--- src/rtl/state_fork_fifo_if.sv ---
// Handshake bundle for the state fork FIFO: one upstream producer port and
// NCH downstream consumer channels sharing a single data word.
interface state_fork_fifo_if #(
    parameter int NN  = 6,
    parameter int WF  = 8,
    parameter int NCH = 2
);
    logic                 iValid_AM_State;
    logic                 oReady_AM_State;
    logic [NN*WF-1:0]     iData_AM_State;
    logic [NCH-1:0]       oValid_BM_State;
    logic [NCH-1:0]       iReady_BM_State;
    logic [NN*WF-1:0]     oData_BM_State;

    // Environment side: drives upstream data and downstream readies
    modport master (
        output iValid_AM_State,
        output iData_AM_State,
        output iReady_BM_State,
        input  oReady_AM_State,
        input  oValid_BM_State,
        input  oData_BM_State
    );

    // FIFO side
    modport slave (
        input  iValid_AM_State,
        input  iData_AM_State,
        input  iReady_BM_State,
        output oReady_AM_State,
        output oValid_BM_State,
        output oData_BM_State
    );
endinterface

--- src/rtl/state_fork_fifo.sv ---
// Inter-layer state channel: DEPTH-entry FIFO whose head is forked to NCH
// consumers. An entry retires once every channel its mode requires has
// taken it; channels already served wait (valid low) for the next head.
module state_fork_fifo #(
    parameter int NN    = 6,
    parameter int WF    = 8,
    parameter int DEPTH = 4,
    parameter int NCH   = 2
) (
    input  logic                        iCLK,
    input  logic                        iRST,
    input  logic                        iMode,
    state_fork_fifo_if.slave            bus,
    output logic [$clog2(DEPTH+1)-1:0]  oCount
);
    localparam int DW = NN * WF;
    localparam int CW = $clog2(DEPTH + 1);
    localparam int PW = $clog2(DEPTH);

    logic [DW-1:0]  r_mem      [DEPTH];
    logic           r_mode_mem [DEPTH];
    logic [PW-1:0]  r_wr;
    logic [PW-1:0]  r_rd;
    logic [CW-1:0]  r_count;
    logic [NCH-1:0] r_tk;
    logic [DW-1:0]  r_data;

    logic           w_empty;
    logic           w_full;
    logic           w_push;
    logic           w_retire;
    logic [NCH-1:0] w_req;
    logic [NCH-1:0] w_valid;
    logic [NCH-1:0] w_fire;
    logic [PW-1:0]  w_rd_nxt;
    logic [DW-1:0]  w_head_nxt;

    // Pointer advance with wrap from DEPTH-1 back to 0 (DEPTH need not be 2^n)
    function automatic logic [PW-1:0] ptr_inc(input logic [PW-1:0] p);
        logic [PW-1:0] n;
        if (p == PW'(DEPTH - 1)) begin
            n = {PW{1'b0}};
        end else begin
            n = p + PW'(1);
        end
        return n;
    endfunction

    assign w_empty = (r_count == {CW{1'b0}});
    assign w_full  = (r_count == CW'(DEPTH));

    // Upstream ready depends only on occupancy, never on downstream readies
    assign bus.oReady_AM_State = ~w_full & ~iRST;
    assign w_push              = bus.iValid_AM_State & bus.oReady_AM_State;

    // Required-channel mask of the head: training needs all, inference ch0 only
    always_comb begin
        w_req = {NCH{1'b0}};
        if (r_mode_mem[r_rd]) begin
            w_req = {NCH{1'b1}};
        end else begin
            w_req[0] = 1'b1;
        end
    end

    assign w_valid  = {NCH{~w_empty}} & w_req & ~r_tk;
    assign w_fire   = w_valid & bus.iReady_BM_State;
    assign w_retire = ~w_empty & (((r_tk | w_fire) & w_req) == w_req);

    assign bus.oValid_BM_State = w_valid;
    assign bus.oData_BM_State  = r_data;
    assign oCount              = r_count;

    // Next head word: a push landing in the slot that becomes head shows up directly
    always_comb begin
        w_rd_nxt   = r_rd;
        w_head_nxt = r_mem[r_rd];
        if (w_retire) begin
            w_rd_nxt = ptr_inc(r_rd);
        end else begin
            w_rd_nxt = r_rd;
        end
        if (w_push && (w_rd_nxt == r_wr)) begin
            w_head_nxt = bus.iData_AM_State;
        end else begin
            w_head_nxt = r_mem[w_rd_nxt];
        end
    end

    // Entry storage: data word plus the mode captured at push time
    always_ff @(posedge iCLK or posedge iRST) begin
        if (iRST) begin
            for (int i = 0; i < DEPTH; i++) begin
                r_mem[i]      <= {DW{1'b0}};
                r_mode_mem[i] <= 1'b0;
            end
        end else if (w_push) begin
            r_mem[r_wr]      <= bus.iData_AM_State;
            r_mode_mem[r_wr] <= iMode;
        end
    end

    // Pointers, occupancy, taken flags and the head output register
    always_ff @(posedge iCLK or posedge iRST) begin
        if (iRST) begin
            r_wr    <= {PW{1'b0}};
            r_rd    <= {PW{1'b0}};
            r_count <= {CW{1'b0}};
            r_tk    <= {NCH{1'b0}};
            r_data  <= {DW{1'b0}};
        end else begin
            if (w_push) begin
                r_wr <= ptr_inc(r_wr);
            end
            r_rd   <= w_rd_nxt;
            r_data <= w_head_nxt;
            case ({w_push, w_retire})
                2'b10:   r_count <= r_count + CW'(1);
                2'b01:   r_count <= r_count - CW'(1);
                default: r_count <= r_count;
            endcase
            if (w_retire) begin
                r_tk <= {NCH{1'b0}};
            end else begin
                r_tk <= r_tk | w_fire;
            end
        end
    end
endmodule

--- src/flat_wrapper.sv ---
// flat-port wrapper written by rule: the top's interface ports become plain ports
module state_fork_fifo_flat 
#(
    parameter int NN    = 6,
    parameter int WF    = 8,
    parameter int DEPTH = 4,
    parameter int NCH   = 2
)
  (iCLK, iRST, iMode, oCount, bus_iValid_AM_State, bus_iData_AM_State, bus_iReady_BM_State, bus_oReady_AM_State, bus_oValid_BM_State, bus_oData_BM_State);
  state_fork_fifo_if #(.NN(NN), .WF(WF), .NCH(NCH)) bus_i ();
  input  logic iCLK;
  input  logic iRST;
  input  logic iMode;
  output logic [$clog2(DEPTH+1)-1:0] oCount;
  input wire logic [$bits(bus_i.iValid_AM_State)-1:0] bus_iValid_AM_State;
  input wire logic [$bits(bus_i.iData_AM_State)-1:0] bus_iData_AM_State;
  input wire logic [$bits(bus_i.iReady_BM_State)-1:0] bus_iReady_BM_State;
  output wire logic [$bits(bus_i.oReady_AM_State)-1:0] bus_oReady_AM_State;
  output wire logic [$bits(bus_i.oValid_BM_State)-1:0] bus_oValid_BM_State;
  output wire logic [$bits(bus_i.oData_BM_State)-1:0] bus_oData_BM_State;
  assign bus_i.iValid_AM_State = bus_iValid_AM_State;
  assign bus_i.iData_AM_State = bus_iData_AM_State;
  assign bus_i.iReady_BM_State = bus_iReady_BM_State;
  assign bus_oReady_AM_State = bus_i.oReady_AM_State;
  assign bus_oValid_BM_State = bus_i.oValid_BM_State;
  assign bus_oData_BM_State = bus_i.oData_BM_State;
  state_fork_fifo #(.NN(NN), .WF(WF), .DEPTH(DEPTH), .NCH(NCH)) u_core (.iCLK(iCLK), .iRST(iRST), .iMode(iMode), .bus(bus_i), .oCount(oCount));
endmodule
--- config.mk ---
export PLATFORM = sky130hd
export DESIGN_NAME = state_fork_fifo_flat
export DESIGN_NICKNAME = d
export VERILOG_FILES = /design/src/rtl/state_fork_fifo_if.sv /design/src/rtl/state_fork_fifo.sv /design/src/flat_wrapper.sv
export SDC_FILE = /design/constraint.sdc
export NUM_CORES = 1
export LEC_CHECK = 0
export CAP_MARGIN = 10
export CORE_MARGIN = 4
export CORE_UTILIZATION = 53
export DETAILED_ROUTE_END_ITERATION = 6
export PLACE_DENSITY = 0.77
export RECOVER_POWER = 50
export SETUP_SLACK_MARGIN = 0.4
export SYNTH_ARGS = -nofsm -noshare
export SYNTH_HDL_FRONTEND = slang
export SYNTH_SLANG_ARGS = --single-unit
--- constraint.sdc ---
create_clock -name iCLK -period 7.5 [get_ports iCLK]
set_input_delay 1.125 -clock iCLK [delete_from_list [all_inputs] [get_ports iCLK]]
set_output_delay 1.125 -clock iCLK [all_outputs]
set_load 0.01 [all_outputs]
== After elaboration in Yosys (flattened, before gate mapping) ==
Index checks and enable logic that the tools add are counted.

* Output and inout bits: 54
* Flip-flop bits (word level): 253
* Logic and storage cells: 66

* Bitwise operators: 15
* Reductions and logical operators: 4
* Equal/unequal tests: 7
* Add/sub/neg operators: 4
* Mux-type cells: 19
* Magnitude comparators: 4

{| class="wikitable"
|+ Operators with widths
! kind !! number
|-
| bitwise mux 192 bit || 1
|-
| 2-to-1 mux 48 bit || 4
|-
| binary-select mux 48 bit (select 2 bit) || 1
|-
| demux 48 bit (select 2 bit) || 1
|-
| >= comparator 3 bit, second input constant || 3
|-
| NOT 2 -> 3 bit || 3
|-
| bitwise AND 2 bit || 4
|-
| 2-to-1 mux 2 bit || 4
|-
| == test 2 bit, second input constant || 3
|-
| one-hot mux 3 bit (2 select lines) || 1
|-
| adder 2 x 1 -> 2 bit, second input constant || 2
|-
| bitwise mux 4 bit || 1
|-
| == test 2 bit || 2
|-
| 2-to-1 mux 1 bit || 4
|-
| adder 3 x 1 -> 3 bit, second input constant || 1
|-
| bitwise AND 1 bit || 3
|-
| == test 3 bit, second input constant || 1
|-
| logical NOT 3 bit || 1
|-
| less-than comparator 3 x 1 -> 1 bit, second input constant || 1
|-
| NOT 1 bit || 3
|-
| subtractor 3 x 1 -> 3 bit, second input constant || 1
|-
| binary-select mux 1 bit (select 2 bit) || 1
|-
| demux 1 bit (select 2 bit) || 1
|-
| == test 2 x 1 -> 1 bit, second input constant || 1
|-
| 4 further kinds || 5
|}

== Logic depth before layout (Yosys ltp) ==
Gate-level depths: netlist of run 1.

* Depth after elaboration: 18
* Gate-level depth with buffers: 11

== Least setup slack after synthesis of run 1 ==
Ideal clock, no wire load.

* Kind: in2reg
* Start: input port bus_iReady_BM_State[0]
* End: register u_core.r_count[2] (netlist: u_core.oCount[2])
* Cell stages on the path: 10
* Arrival time: 2.997 ns
* Path slack: 4.424 ns
* Path through: o32a_1 clkbuf_1 clkbuf_1 and2_1 ha_1 inv_1 fa_1 xor2_1 nor2_1 xor2_1

* Longest elaborated chain between the ends: 7

{| class="wikitable"
|+ RTL lines
! item !! RTL line !! text
|-
| start, declared || flat_wrapper.sv:17 || <nowiki>input wire logic [$bits(bus_i.iReady_BM_State)-1:0] bus_iReady_BM_State;</nowiki>
|-
| bitwise AND 2 bit * || state_fork_fifo.sv:67 || <nowiki>assign w_fire = w_valid & bus.iReady_BM_State;</nowiki>
|-
| bitwise OR 2 bit * || state_fork_fifo.sv:68 || <nowiki>assign w_retire = ~w_empty & (((r_tk | w_fire) & w_req) == w_req);</nowiki>
|-
| bitwise AND 2 bit * || state_fork_fifo.sv:68 ||
|-
| == test 2 bit * || state_fork_fifo.sv:68 ||
|-
| bitwise AND 1 bit * || state_fork_fifo.sv:68 ||
|-
| == test 2 x 1 -> 1 bit / == test 2 bit (equally long branches) || state_fork_fifo.sv:117 || <nowiki>case ({w_push, w_retire})</nowiki>
|-
| one-hot mux 3 bit (2 select lines) / nonzero test 2 bit (equally long branches) || n/a ||
|-
| end signal, assigned || state_fork_fifo.sv:118 || <nowiki>2'b10: r_count <= r_count + CW'(1);</nowiki>
|-
| end signal, assigned || state_fork_fifo.sv:119 || <nowiki>2'b01: r_count <= r_count - CW'(1);</nowiki>
|-
| end signal, assigned || state_fork_fifo.sv:120 || <nowiki>default: r_count <= r_count;</nowiki>
|-
| end, declared || state_fork_fifo.sv:24 || <nowiki>logic [CW-1:0] r_count;</nowiki>
|}

Every way passes the cells marked *; elsewhere a longest branch is shown, timed or not.
A chain may end at the register's enable or synchronous reset.

==> results of run 1 <==
==> Yosys cell counts, types with 3 or more instances <==
master	n	area share [%]
a21oi_1	78	3.0
a32o_1	32	2.5
and2_1	4	0.19
buf_1	23	0.67
buf_2	15	0.58
buf_6	3	0.26
clkbuf_1	65	1.9
dfrtp_1	253	49
ha_1	6	0.58
inv_1	42	1.2
mux2_2	193	17
nand2_1	43	1.3
nand3_1	48	1.9
nor2_1	18	0.53
nor2b_1	33	1.6
nor3_1	8	0.31
o211a_1	10	0.78
o211ai_1	10	0.58
o21ai_0	7	0.27
o221a_1	19	1.7
o221a_2	20	1.8
o221ai_1	15	1.0
o22a_1	23	1.6
o22ai_1	86	4.2
o32ai_1	32	2.2
or3_1	16	0.78
==> metal layers <==
layer	vias up	track usage [%]	share of wire [%]
met1	5060	32.50	42
li1	4427	-	-
met5	-	0	0
met4	0	8.502	2.7
met2	386	40.47	49
met3	62	3.760	6.2
==> cell type report <==
cell class | count | area (um^2) | share of cell area, %
Clock buffer | 44 | 839.6 | 5.612
Sequential cell | 253 | 6335 | 42.35
Inverter | 42 | 158.9 | 1.062
Clock inverter | 5 | 56.30 | 0.3764
Tap cell | 319 | 399.1 | 2.668
Multi-Input combinational cell | 730 | 5977 | 39.95
Timing Repair Buffer | 124 | 1194 | 7.979
==> registers in the layout (all words and copies together) (netlist names) <==
signal	count
u_core.bus.oData_BM_State	48
u_core.r_rd	2
u_core.r_mode_mem	4
u_core.oCount	3
u_core.r_tk	2
u_core.r_mem	192
u_core.r_wr	2
==> worst max-delay path by stage <==
stage                                 from                            end  slack (ps)  depth (start not counted)
global placement    bus_iReady_BM_State[0]  u_core.bus.oData_BM_State[12]        2120                          8
CTS                 bus_iReady_BM_State[0]  u_core.bus.oData_BM_State[11]        2610                          8
detailed placement  bus_iReady_BM_State[0]  u_core.bus.oData_BM_State[38]        2090                          8
finish                                iRST                 u_core.r_rd[0]        2470                          3
global route                          iRST                 u_core.r_rd[0]        1620                          3
floorplan                             iRST   u_core.bus.oData_BM_State[0]        3050                          1
==> power breakdown <==
group          switching (mW)  total, mW  internal [mW]  leakage [nW]
logic                    2.20       4.24           2.04          2.69
clock network           0.536       1.33          0.795         0.439
registers               0.534       2.63           2.09          3.04
total                    3.27       8.20           4.93          6.17
==> through the flow <==
stage / setup slack [ps] / instances / total power [mW]
after floorplan: 3045 / 1133 / 5.661
after global placement: 2118 / 1468 / 6.672
after detailed placement: 2089 / 1468 / 6.850
after CTS: 2614 / 1517 / 8.209
after global routing: 1616 / 1517 / 8.718
final: 2469 / 1517 / 8.201
==> kinds of logic (layout without fill, tap and decap cells) <==
family	count (synthesis)	after routing	synth area share [%]
multiplexers	196	196	17.19
flip-flops	253	253	49.29
buffers and inverters	150	215	4.764
adder cells (fa/ha/maj)	7	7	0.7404
XOR/XNOR	3	3	0.2046
AO/OA/AOI/OAI	349	349	21.00
AND/OR/NAND/NOR	175	175	6.800
==> impl_metrics.toml, run 1 <==
[global_routing]
grt_pass1_wl_mm = 52.63
grt_pass1_vias = 9932
grt_max_degree = 121
grtUsageTotal_pct = 24.29
grt_overflow = 0
antenna_found_initial = 0

[placed_design]
io_buffer_count = 107
post_dp_cell_area_um2 = 14100
place_hpwl_mm = 18.90
gp_congestion = 0.7983

[finish]
syn_to_final_growth_pct = 16.47
stdcell_area_um2 = 14960
num-nets-final = 1239
num_antenna_cells = 0
fillCellCount = 1882
layout-drive-gt1-share_pct = 24.79
fin_util_pct = 63.17
layout_common_cells = "dfrtp_1, mux2_2, o22ai_1, clkdlybuf4s50_1, a21oi_1"
layout_commonest_cell = "dfrtp_1"

[die]
design.core.area_um2 = 23680
die_h_um = 163.7
die_x_um = 163.7
initial_core_util_pct = 54.23
row_count = 56
dieArea_um2 = 26790
pin_count = 108

[detailed_routing]
wire_per_inst_um = 21.99
first_pass_iters = 7
drt_iter0_markers = 1162
via_count = 9935
ant_nets = 0
wl_mm = 33.35
drc = 0
vias_per_cell = 6.549

[logic_synthesis]
ys_types = 50
syn-instance-count = 1133
synth_edf_count = 0
synth_nets = 1194
yosys_register_bits = 253
ys.flop_type = "dfrtp_1"
yosysSeqAreaShare_pct = 49.29
yosysWarnings = 0
synth_area_per_cell_um2 = 11.34
synth_area_um2 = 12840
synthArstFlopShare_pct = 100.0

[timing]
tns_ps = 0
setup_violations = 0
skew_ps = 9.541
maxSlewViolCount = 258
slew-limit-headroom_pct = -80.60
post-route-min-period_ps = 5031
fin_crit_sh_pct = 67.08
rsz0062_at_grt = "no"
hold_violations = 0
worst_pin_slew_ps = 2709
fmax_mhz = 198.8
hold-worst-slack_ps = 509.1

[critical_path]
required_ps = 7190
critPathTopFamily = "buffers and inverters"
worstPathCellList = "dlygate4sd3_1, clkinvlp_2, clkbuf_2"
reg2regPathDepth = 7
crit_arrival_ps = 4720
slowest_stage = "clkbuf_2"
r2r_end = "u_core.bus.oData_BM_State[11]"
cp_num_buf_inv = 3
critPathMaxStageDelay_ps = 2020
crit_type = "in -> async"
reg2reg_slack_ps = 3080
cp_max_fo = 108
worst_setup_path_start_kind = "input pin"
cp-end-kind = "async pin"
rr_startpoint = "u_core.oCount[0]"

[clock_tree]
cts_tree = "yes"
post_cts_buffers = 0
clock-root-buffer = "clkbuf_16"
cts-hold-fix-buffers = 0
clockBufferDepth = 3
path_clk_slew_ps = 60
cts_resized = 0
clock-sinks = 253
clk-insertion-delay-late_ps = 530
cts_buffers = 27
htree_levels = 1

[run_status]
violations = "capacitance limit, slew limit"
status = "finished with violations"

[hold_path]
min_from = "u_core.r_mode_mem[3]"
min_path_type = "reg -> reg"
min_delay_path_depth = 1
min_to = "u_core.r_mode_mem[3]"

[pwr]
ir_drop_v = 0.0003066
p_leak_nw = 6.170
powerDensity_nw_per_um2 = 548.2

[flow_run]
max_cap_viol_count = 3
No activity file was read; power rests on OpenSTA's default activity.
==> inputs of run 2 (changes only) <==
Clock period 7.5 ns to 4.2 ns, I/O delays scaled along.
==> run 2 against run 1 <==
The run still ends with capacitance limit, slew limit left. Core utilization rose by 0.66 points. Largest power group unchanged. Largest cell class unchanged. Critical endpoint is now u_core.bus.oData_BM_State[26]. Clock-buffer cell count fell by 6. Highest routed layer unchanged. Clock skew rose by 5.5 ps. Clock power rose by 80%. Worst setup slack got worse by 1500 ps. Non-clock buffer count rose by 14. Via count rose by 2.7%. Sequential cell count did not move.
==> impl_metrics.toml, run 2 (synthesis results as in run 1) <==
[detailed_routing]
ant_nets = 0
via_count = 10210
drc = 0
wl_mm = 34.51
wire_per_inst_um = 22.58
vias_per_cell = 6.680
first_pass_iters = 7
drt_iter0_markers = 993

[global_routing]
grt_busiest_layer = "met2"
grt_max_degree = 122
gr-usage-met1_pct = 34.33
grt_use_met3_pct = 3.987
antenna_found_initial = 0
grt_pass1_wl_mm = 55.21
grt_overflow = 0
grt_pass1_vias = 10370
grt_use_met2_pct = 42.03
grtUsageTotal_pct = 25.45

[hold_path]
min_from = "u_core.r_mode_mem[1]"
min_to = "u_core.r_mode_mem[1]"
min_path_type = "reg -> reg"
min_delay_path_depth = 1

[timing]
fin_crit_sh_pct = 77.95
hold-worst-slack_ps = 507.1
setup_violations = 0
worst_pin_slew_ps = 1645
rsz0062_at_grt = "no"
hold_violations = 0
post-route-min-period_ps = 3274
tns_ps = 0
maxSlewViolCount = 122
skew_ps = 15.07
slew-limit-headroom_pct = -9.654
fmax_mhz = 305.4

[placed_design]
place_inst = 1482
place_hpwl_mm = 19.26
io_buffer_count = 107
gp_congestion = 0.8000

[clock_tree]
cts_buffers = 27
htree_levels = 1
clock-sinks = 253
cts_tree = "yes"
cts-hold-fix-buffers = 0
cts_resized = 0
clk-insertion-delay-late_ps = 530
post_cts_buffers = 0
clockBufferDepth = 3
clock-root-buffer = "clkbuf_16"
path_clk_slew_ps = 60

[finish]
fillCellCount = 1885
num-nets-final = 1253
layout_commonest_cell = "dfrtp_1"
largest_register_ffs = 192
layout-drive-gt1-share_pct = 25.39
fin_cells = 1528
regArea_um2 = 6335
multi_input_area_um2 = 5977
syn_to_final_growth_pct = 17.69
layout_common_cells = "dfrtp_1, mux2_2, o22ai_1, clkdlybuf4s50_1, a21oi_1"
regMostFlops = "u_core.r_mem"
num_antenna_cells = 0

[critical_path]
rr_startpoint = "u_core.r_rd[0]"
reg2regPathDepth = 8
cp_max_fo = 50
crit_type = "in -> reg"
required_ps = 4620
critPathLaunch = "bus_iReady_BM_State[1]"
worst_setup_path_start_kind = "input pin"
crit_arrival_ps = 3690
r2r_end = "u_core.bus.oData_BM_State[3]"
cp-end-kind = "register"
reg2reg_slack_ps = 970

[pwr]
p_int_mw = 8.965
design_power_total_mw = 14.92
p_seq_share_pct = 31.1
powerDensity_nw_per_um2 = 987.3
p_switching_mw = 5.959
p_leak_nw = 6.258
clock_power_share_pct = 16.1
ir_drop_v = 0.0005825
pwr-share-comb_pct = 52.8
p_sw_share_pct = 39.93

[run_status]
status = "finished with violations"
violations = "capacitance limit, slew limit"

[die]
design.core.area_um2 = 23680
row_count = 56
die_x_um = 163.7
die_h_um = 163.7
initial_core_util_pct = 54.23
dieArea_um2 = 26790
pin_count = 108

[flow_run]
max_cap_viol_count = 1
## run 2: cell types whose count changed in the layout (fill, tap and decap cells not counted)
| cell | before | now |
|---|---|---|
| and2_0 | 2 | 1 |
| clkbuf_4 | 0 | 1 |
| clkinv_2 | 2 | 3 |
| clkbuf_8 | 10 | 5 |
| bufinv_16 | 1 | 3 |
| mux2_2 | 193 | 192 |
| mux2_1 | 0 | 1 |
| buf_4 | 15 | 22 |
| and2_1 | 1 | 2 |
| buf_12 | 0 | 5 |
## run 2: how the worst max path moves through the flow
| stage | to | slack [ps] |
|---|---|---|
| floorplan | u_core.bus.oData_BM_State[0] | 240 |
| global placement | u_core.bus.oData_BM_State[34] | 570 |
| detailed placement | u_core.bus.oData_BM_State[26] | 460 |
| CTS | u_core.bus.oData_BM_State[38] | 1010 |
| global route | u_core.bus.oData_BM_State[38] | 770 |
| finish | u_core.bus.oData_BM_State[26] | 930 |
## run 2: stage by stage
stage	worst slack, ps	util [%]	area, um^2
floorplan	240.3	-	12850
global placement	565.6	60.28	14280
detailed placement	462.7	60.28	14280
CTS	1013	64.03	15160
global route	765.9	63.83	15120
finish	925.9	63.83	15120
## run 2: power by group through the flow
stage | registers (mW) | logic [mW] | clock network, mW
6_report | 4.64 | 7.88 | 2.40
5_1_grt | 4.78 | 8.55 | 2.53
4_1_cts | 4.61 | 7.90 | 2.44
3_5_place_dp | 4.64 | 7.83 | 0
3_3_place_gp | 4.59 | 7.60 | 0
2_1_floorplan | 4.51 | 5.60 | 0
## run 2: layout make-up
cell class,count,area share (%)
Clock inverter,8,0.8029
Inverter,42,1.051
Clock buffer,38,5.074
Multi-Input combinational cell,730,39.54
Tap cell,319,2.641
Timing Repair Buffer,138,8.981
Sequential cell,253,41.91
## run 2: critical path: stages
cell	delay, ps
clkdlybuf4s50_1	470
nor2_1	630
a211oi_4	130
buf_4	360
or2_2	480
buf_4	330
o22ai_1	260
a21oi_1	70
o221a_2	250
## run 2: layer usage
layer,wire length (um),vias to the layer above,share of wire (%)
li1,-,4458,-
met1,14320,5234,42
met2,16670,442,48
met3,2535,73,7.3
met4,983,0,2.8
met5,0,-,0
